**config.mk**
```make
export PLATFORM = sky130hd
export DESIGN_NAME = n0prime_calc
export DESIGN_NICKNAME = d
export VERILOG_FILES = /design/src/rtl/n0prime_calc.sv
export SDC_FILE = /design/constraint.sdc
export NUM_CORES = 1
export LEC_CHECK = 0
export ABC_AREA = 0
export ABC_CLOCK_PERIOD_IN_PS = 5300
export CORE_MARGIN = 2
export CORE_UTILIZATION = 55
export CTS_CLUSTER_SIZE = 20
export DETAILED_ROUTE_END_ITERATION = 8
export GPL_TIMING_DRIVEN = 0
export PLACE_DENSITY = 0.77
export SLEW_MARGIN = 15
export SYNTH_ARGS = -nofsm -noshare
export SYNTH_HDL_FRONTEND = slang
export SYNTH_SLANG_ARGS = --single-unit
```
**constraint.sdc**
```tcl
create_clock -name clk -period 5.3 [get_ports clk]
set_clock_uncertainty 0.05 [all_clocks]
set_input_delay 1.325 -clock clk [delete_from_list [all_inputs] [get_ports clk]]
set_output_delay 1.325 -clock clk [all_outputs]
set_load 0.02 [all_outputs]
```
**src/rtl/n0prime_calc.sv**
```systemverilog
// Iterative Montgomery word constant: n0prime = -n0^-1 mod 2^WIDTH.
// One bit of the result per cycle; t tracks n0*x so far and is driven towards all-ones.
module n0prime_calc #(
  parameter int WIDTH     = 32,
  parameter int CNT_WIDTH = 6
) (
  input  logic             clk,
  input  logic             reset,
  input  logic             start,
  input  logic [WIDTH-1:0] n0,
  output logic             busy,
  output logic             done,
  output logic             err,
  output logic [WIDTH-1:0] n0prime
);

  typedef enum logic [1:0] {IDLE, RUN, DONE} state_t;

  localparam logic [CNT_WIDTH-1:0] KLAST = CNT_WIDTH'(WIDTH - 1);

  state_t               state;
  state_t               state_next;
  logic [WIDTH-1:0]     n0_q;
  logic [WIDTH-1:0]     t;
  logic [WIDTH-1:0]     x;
  logic [WIDTH-1:0]     t_next;
  logic [WIDTH-1:0]     x_next;
  logic [WIDTH-1:0]     onehot;
  logic                 tbit;
  logic [CNT_WIDTH-1:0] k;

  always_comb begin
    state_next = state;
    case (state)
      IDLE:    if (start) state_next = n0[0] ? RUN : DONE;
      RUN:     if (k == KLAST) state_next = DONE;
      DONE:    state_next = IDLE;
      default: state_next = IDLE;
    endcase
  end

  // Bit k of t must end up 1; adding n0<<k (n0 odd) flips exactly that bit.
  always_comb begin
    onehot = WIDTH'(1) << k;
    tbit   = |(t & onehot);
    t_next = t;
    x_next = x;
    if (!tbit) begin
      t_next = t + (n0_q << k);
      x_next = x | onehot;
    end
  end

  always_ff @(posedge clk) begin
    if (reset) state <= IDLE;
    else       state <= state_next;
  end

  always_ff @(posedge clk) begin
    if (reset) begin
      n0_q    <= '0;
      t       <= '0;
      x       <= '0;
      k       <= '0;
      err     <= 1'b0;
      n0prime <= '0;
    end else begin
      case (state)
        IDLE: begin
          if (start) begin
            if (n0[0]) begin
              n0_q <= n0;
              t    <= '0;
              x    <= '0;
              k    <= '0;
              err  <= 1'b0;
            end else begin
              err     <= 1'b1;
              n0prime <= '0;
            end
          end
        end
        RUN: begin
          t <= t_next;
          x <= x_next;
          // Result is published only once complete, including the last bit.
          if (k == KLAST) n0prime <= x_next;
          else            k <= k + CNT_WIDTH'(1);
        end
        default: ;
      endcase
    end
  end

  assign busy = (state == RUN);
  assign done = (state == DONE);

endmodule

```
======== Word-level counts from Yosys, hierarchy flattened ========
Cells that the tools add are included.
storage, ports and cells
  bits in registers ....................... 137
cells by class
  add/sub/neg operators ................... 2
  reduce and logical (&&, ||, !) cells .... 10
  mux-type cells .......................... 19
  bitwise gates (word level) .............. 2
  shifts and indexed selects .............. 2
  eq/ne operators ......................... 9
operator list
  operator                                          number
  2-to-1 mux 32 bit                                 7
  case mux 32 bit (2 select lines)                  3
  adder 32 bit                                      1
  AND 32 bit                                        1
  OR 32 bit                                         1
  OR reduction 32 bit                               1
  left shift 1 x 6 -> 32 bit, first input constant  1
  left shift 32 x 6 -> 32 bit                       1
  2-to-1 mux 6 bit                                  3
  case mux 6 bit (2 select lines)                   1
  AND reduction 4 bit                               3
  != test 2 bit, second input constant              5
  adder 6 x 1 -> 6 bit, second input constant       1
  == test 6 x 5 -> 1 bit, second input constant     1
  2-to-1 mux 2 bit                                  3
  AND reduction 3 bit                               2
  case mux 2 bit (2 select lines)                   1
  AND reduction 2 bit                               2
  == test 2 x 1 -> 1 bit, second input constant     1
  == test 2 bit, second input constant              1
  zero test 2 bit                                   1
  != test 2 x 1 -> 1 bit, second input constant     1
  nonzero test 2 bit                                1
  2-to-1 mux 1 bit                                  1

======== Depth between registers and ports, before layout ========
  word-level depth ........................ 6
  depth in mapped cells ................... 20
  depth with buffers taken out ............ 17

======== Worst setup path before layout ========
Ideal clock, no wire load.
  path type ............................... reg2reg
  start ................................... reg k[1]
  end ..................................... reg t[31]
  cell stages (with the launch flop) ...... 20
  data required time ...................... 5.117 ns
  arrival time ............................ 3.981 ns
  path buffers ............................ 4
  setup slack ............................. 1.136 ns
  path through ............................ dfxtp_1 > buf_6 > buf_2 > buf_2 > buf_2 > mux4_2 > nand2_1 > nand2_1 > nor2_1 > a21oi_1 > and2_1 > ha_1 > and2_1 > a21o_1 > a2111oi_2 > o21ai_1 > o32ai_2 > nand3_1 > a41oi_2 > a41oi_2
on the way
  cells in the longest elaborated chain, start to end .. 5
ends and longest elaborated chain
  element                                               line  text
  start: declaration                                    30    logic [CNT_WIDTH-1:0] k;
  start signal: assignment                              88    else k <= k + CNT_WIDTH'(1);
  branches (longest 5 deep; another with adder 32 bit)  -
  end signal: assignment                                84    t <= t_next;
  end: declaration                                      24    logic [WIDTH-1:0] t;
Several ways; the timed one is not identified. The select of a mux whose other input is x is not followed.
A chain may end at the register's enable or synchronous reset.

======== Final worst setup path ========
Same ends and word-level chain as after synthesis.

==> impl_metrics.json <==
{
  "syn_area_um2": 8660,
  "intPower_mw": 1.81,
  "synth_area_leaders": "dfxtp_1, a21oi_1, nand2_1, ha_1, nor2_1",
  "place_inst": 1403,
  "critPathKind": "reg -> reg",
  "cts-resized-gates": 0,
  "drc": 0,
  "power_mw": 2.59,
  "finalWeightedCongestion": 1.04,
  "cts.path.max_buffers": 2,
  "sequentialPowerShare_pct": 41.4,
  "syn_avg_cell_area_um2": 7.70,
  "ys_ff_latch": 137,
  "finalSetupViolCount": 0,
  "hold_ws_ns": 0.396,
  "yosys.area.top_type_share_pct": 31.7,
  "min_to": "n0prime[13]",
  "std_cell_rows": 45,
  "hp-class": "reg -> reg",
  "p_leak_nw": 3.78,
  "chipHeight_um": 129,
  "io_pins": 70,
  "ys_types": 68,
  "port_buffers": 68,
  "fin_crit_ns": 5.02,
  "wl_per_cell_um": 19.2,
  "cp.required_ns": 5.57,
  "grt_max_degree": 17,
  "switching_share_pct": 30.3,
  "peakVddDrop_mv": 0.241,
  "worst_ep_arrival_time_ns": 5.29,
  "tritoncts": "done",
  "grt_pass1_vias": 8133,
  "routed-via-count": 8854,
  "dr.first_iter.drc_count": 773,
  "synth-edff-count": 0,
  "synth_top_area_cell": "dfxtp_1",
  "fp.dieArea_um2": 16800,
  "comb_power_share_pct": 13.3,
  "worstSetupStartpointType": "register",
  "cts_root_buf": "clkbuf_16",
  "dpl_cell_area_um2": 9600,
  "power.density_nw_per_um2": 254,
  "fill_cells": 1384,
  "reg2reg_to": "t[31]",
  "layoutNonFillerInstCount": 1435,
  "r2r_start": "k[1]",
  "synth.yosys.warnings": 0,
  "r2r_cells": 19,
  "finalHoldViolations": 0,
  "firstDrtPassIters": 5,
  "holdPathStages": 2,
  "synth_flop_cell": "dfxtp_1",
  "crit_fanout": 10,
  "ff2ff_setup_slack_ns": 0.28,
  "viasPerCell": 6.17,
  "detail-route-antenna-nets": 0,
  "multi_input_area_um2": 5530,
  "dieWidth_um": 129,
  "grt_usage_pct": 33.5,
  "synth_fp_nets": 1197,
  "tightest_slew_ns": 0.786,
  "crit_path_end_kind": "register",
  "maxSlewHeadroom_pct": 47.2,
  "p_sw_mw": 0.784,
  "antenna_found_initial": 0,
  "core_area_um2": 15300,
  "cts_num_sinks": 137,
  "clkPwrFrac_pct": 45.3,
  "final_layout_size_suffix_gt1_share_pct": 7.92,
  "area_growth_syn_to_layout_pct": 17.8,
  "fmax_mhz": 199,
  "synthCells": 1124,
  "stdcell_area_um2": 10200,
  "maxCapViolCount": 0,
  "synthArstFlopShare_pct": 0,
  "min-delay-start": "n0prime[13]",
  "outcome": "finished, final reports clean",
  "grt_overflow_total": 0,
  "finalSetupTns_ns": 0,
  "holdBufCountCts": 0,
  "numCtsBuffers": 17,
  "dp_hpwl_mm": 20.7,
  "ys_seq_area_share_pct": 31.7,
  "slew_violations": 0,
  "antenna-diode-count": 0,
  "final-seq-area_um2": 2740,
  "grt_pass1_wl_mm": 43.4,
  "path_clk_slew_ns": 0.07,
  "fin_crit_sh_pct": 94.8,
  "clkLatencyLatePin_ns": 0.44,
  "start_util_pct": 56.5,
  "cts.htree.levels": 4,
  "nets": 1284,
  "wirelength_mm": 27.6,
  "cts_setup_buffers": 0
}
## cells in the final DEF, fill, tap and decap left out, drive strengths merged, types with 16 or more instances in the layout
cell type	instances
and2	16
mux2i	37
clkdlybuf4s50	68
ha	37
mux4	18
clkbuf	77
nor2	112
nand3	40
xnor2	16
o21ai	73
inv	27
dfxtp	137
a21oi	149
buf	21
nand2	192
## power by group through the flow
| stage | Combinational [mW] | Sequential [mW] | Clock, mW |
|---|---|---|---|
| 2_1_floorplan | 0.221 | 1.09 | 0 |
| 3_3_place_gp | 0.329 | 1.09 | 0 |
| 3_5_place_dp | 0.332 | 1.09 | 0 |
| 4_1_cts | 0.335 | 1.07 | 1.18 |
| 5_1_grt | 0.374 | 1.07 | 1.22 |
| 6_report | 0.344 | 1.07 | 1.17 |
## cell usage after synthesis, types with 3 or more instances
library cell,count
buf_1,6
xnor2_1,16
nand3b_1,5
ha_1,37
nand2_1,192
mux4_2,14
o21ai_0,46
o21bai_1,4
a32oi_1,12
a22oi_1,13
clkbuf_1,55
mux2i_1,37
and3_1,6
nand3_1,40
o211ai_1,4
mux2_2,10
and2_1,16
dfxtp_1,137
a2bb2oi_1,3
a211oi_1,14
a31oi_1,14
nor2_1,112
nand2b_1,7
nor2b_1,7
buf_2,18
nor3_1,11
o22ai_1,6
a221oi_1,3
xor2_1,7
or3_1,8
mux4_1,4
inv_1,17
o21ai_1,27
a21o_1,8
nor4_1,3
nand4_1,10
o21a_1,4
a21oi_1,148
## state kept, by name, indices dropped and copies added (netlist names)
signal,count
err,1
k,6
n0_q,32
n0prime,32
state,2
t,32
x,32
## through the flow
stage	util [%]	setup WS, ns
4_1_cts	66.4	0.00432
6_report	66.6	0.278
2_1_floorplan	-	1.14
3_3_place_gp	62.7	0.158
5_1_grt	66.6	-0.00120
3_5_place_dp	62.7	0.0424
## logic make-up (layout without fill, tap and decap cells)
| logic type | after synthesis | after routing | share of synthesized area [%] |
|---|---|---|---|
| simple gates | 429 | 429 | 21.8 |
| mux | 66 | 66 | 10.6 |
| fa+ha+maj | 38 | 38 | 5.58 |
| compound gates | 332 | 332 | 23.3 |
| flops | 137 | 137 | 31.7 |
| xor+xnor | 23 | 23 | 2.33 |
| buf+inv | 99 | 199 | 4.64 |
## layer usage
metal	wire, µm	share of wire (%)	global-route usage, %	vias up
met3	1970	7.2	6.69	63
met4	833	3.0	11.6	0
met5	0	0	0	-
met2	12700	46	53.2	361
li1	-	-	-	4219
met1	12100	44	45.6	4211
## worst max path at each step
stage / from / to
floorplan: k[1] / t[31]
global placement: k[0] / t[31]
detailed placement: k[0] / t[31]
CTS: k[0] / t[31]
global route: k[1] / t[30]
finish: k[1] / t[31]
## worst max-delay path, stage by stage, from the launching register on
cell,delay (ns)
dfxtp_1,0.38
buf_6,0.16
buf_2,0.26
clkbuf_4,0.31
clkbuf_4,0.30
mux2i_1,0.22
mux2i_1,0.12
mux2i_1,0.33
nand2_1,0.10
nand3_1,0.10
o21ai_0,0.18
ha_1,0.46
and3_1,0.23
nand2_1,0.09
or4_1,0.49
a21oi_2,0.26
o32ai_2,0.19
or3_1,0.41
a41oi_2,0.20
a41oi_2,0.04
## area by class of cell
cell class | count | share of cell area (%)
plain buffers | 80 | 3.32
clock buffers | 18 | 4.31
clock inverters | 14 | 1.28
inverters | 19 | 0.699
multi-input cells | 888 | 54.2
flip-flops and latches | 137 | 26.9
well taps | 211 | 2.59
repair buffers | 68 | 6.67
(Power assumes the default switching activity.)
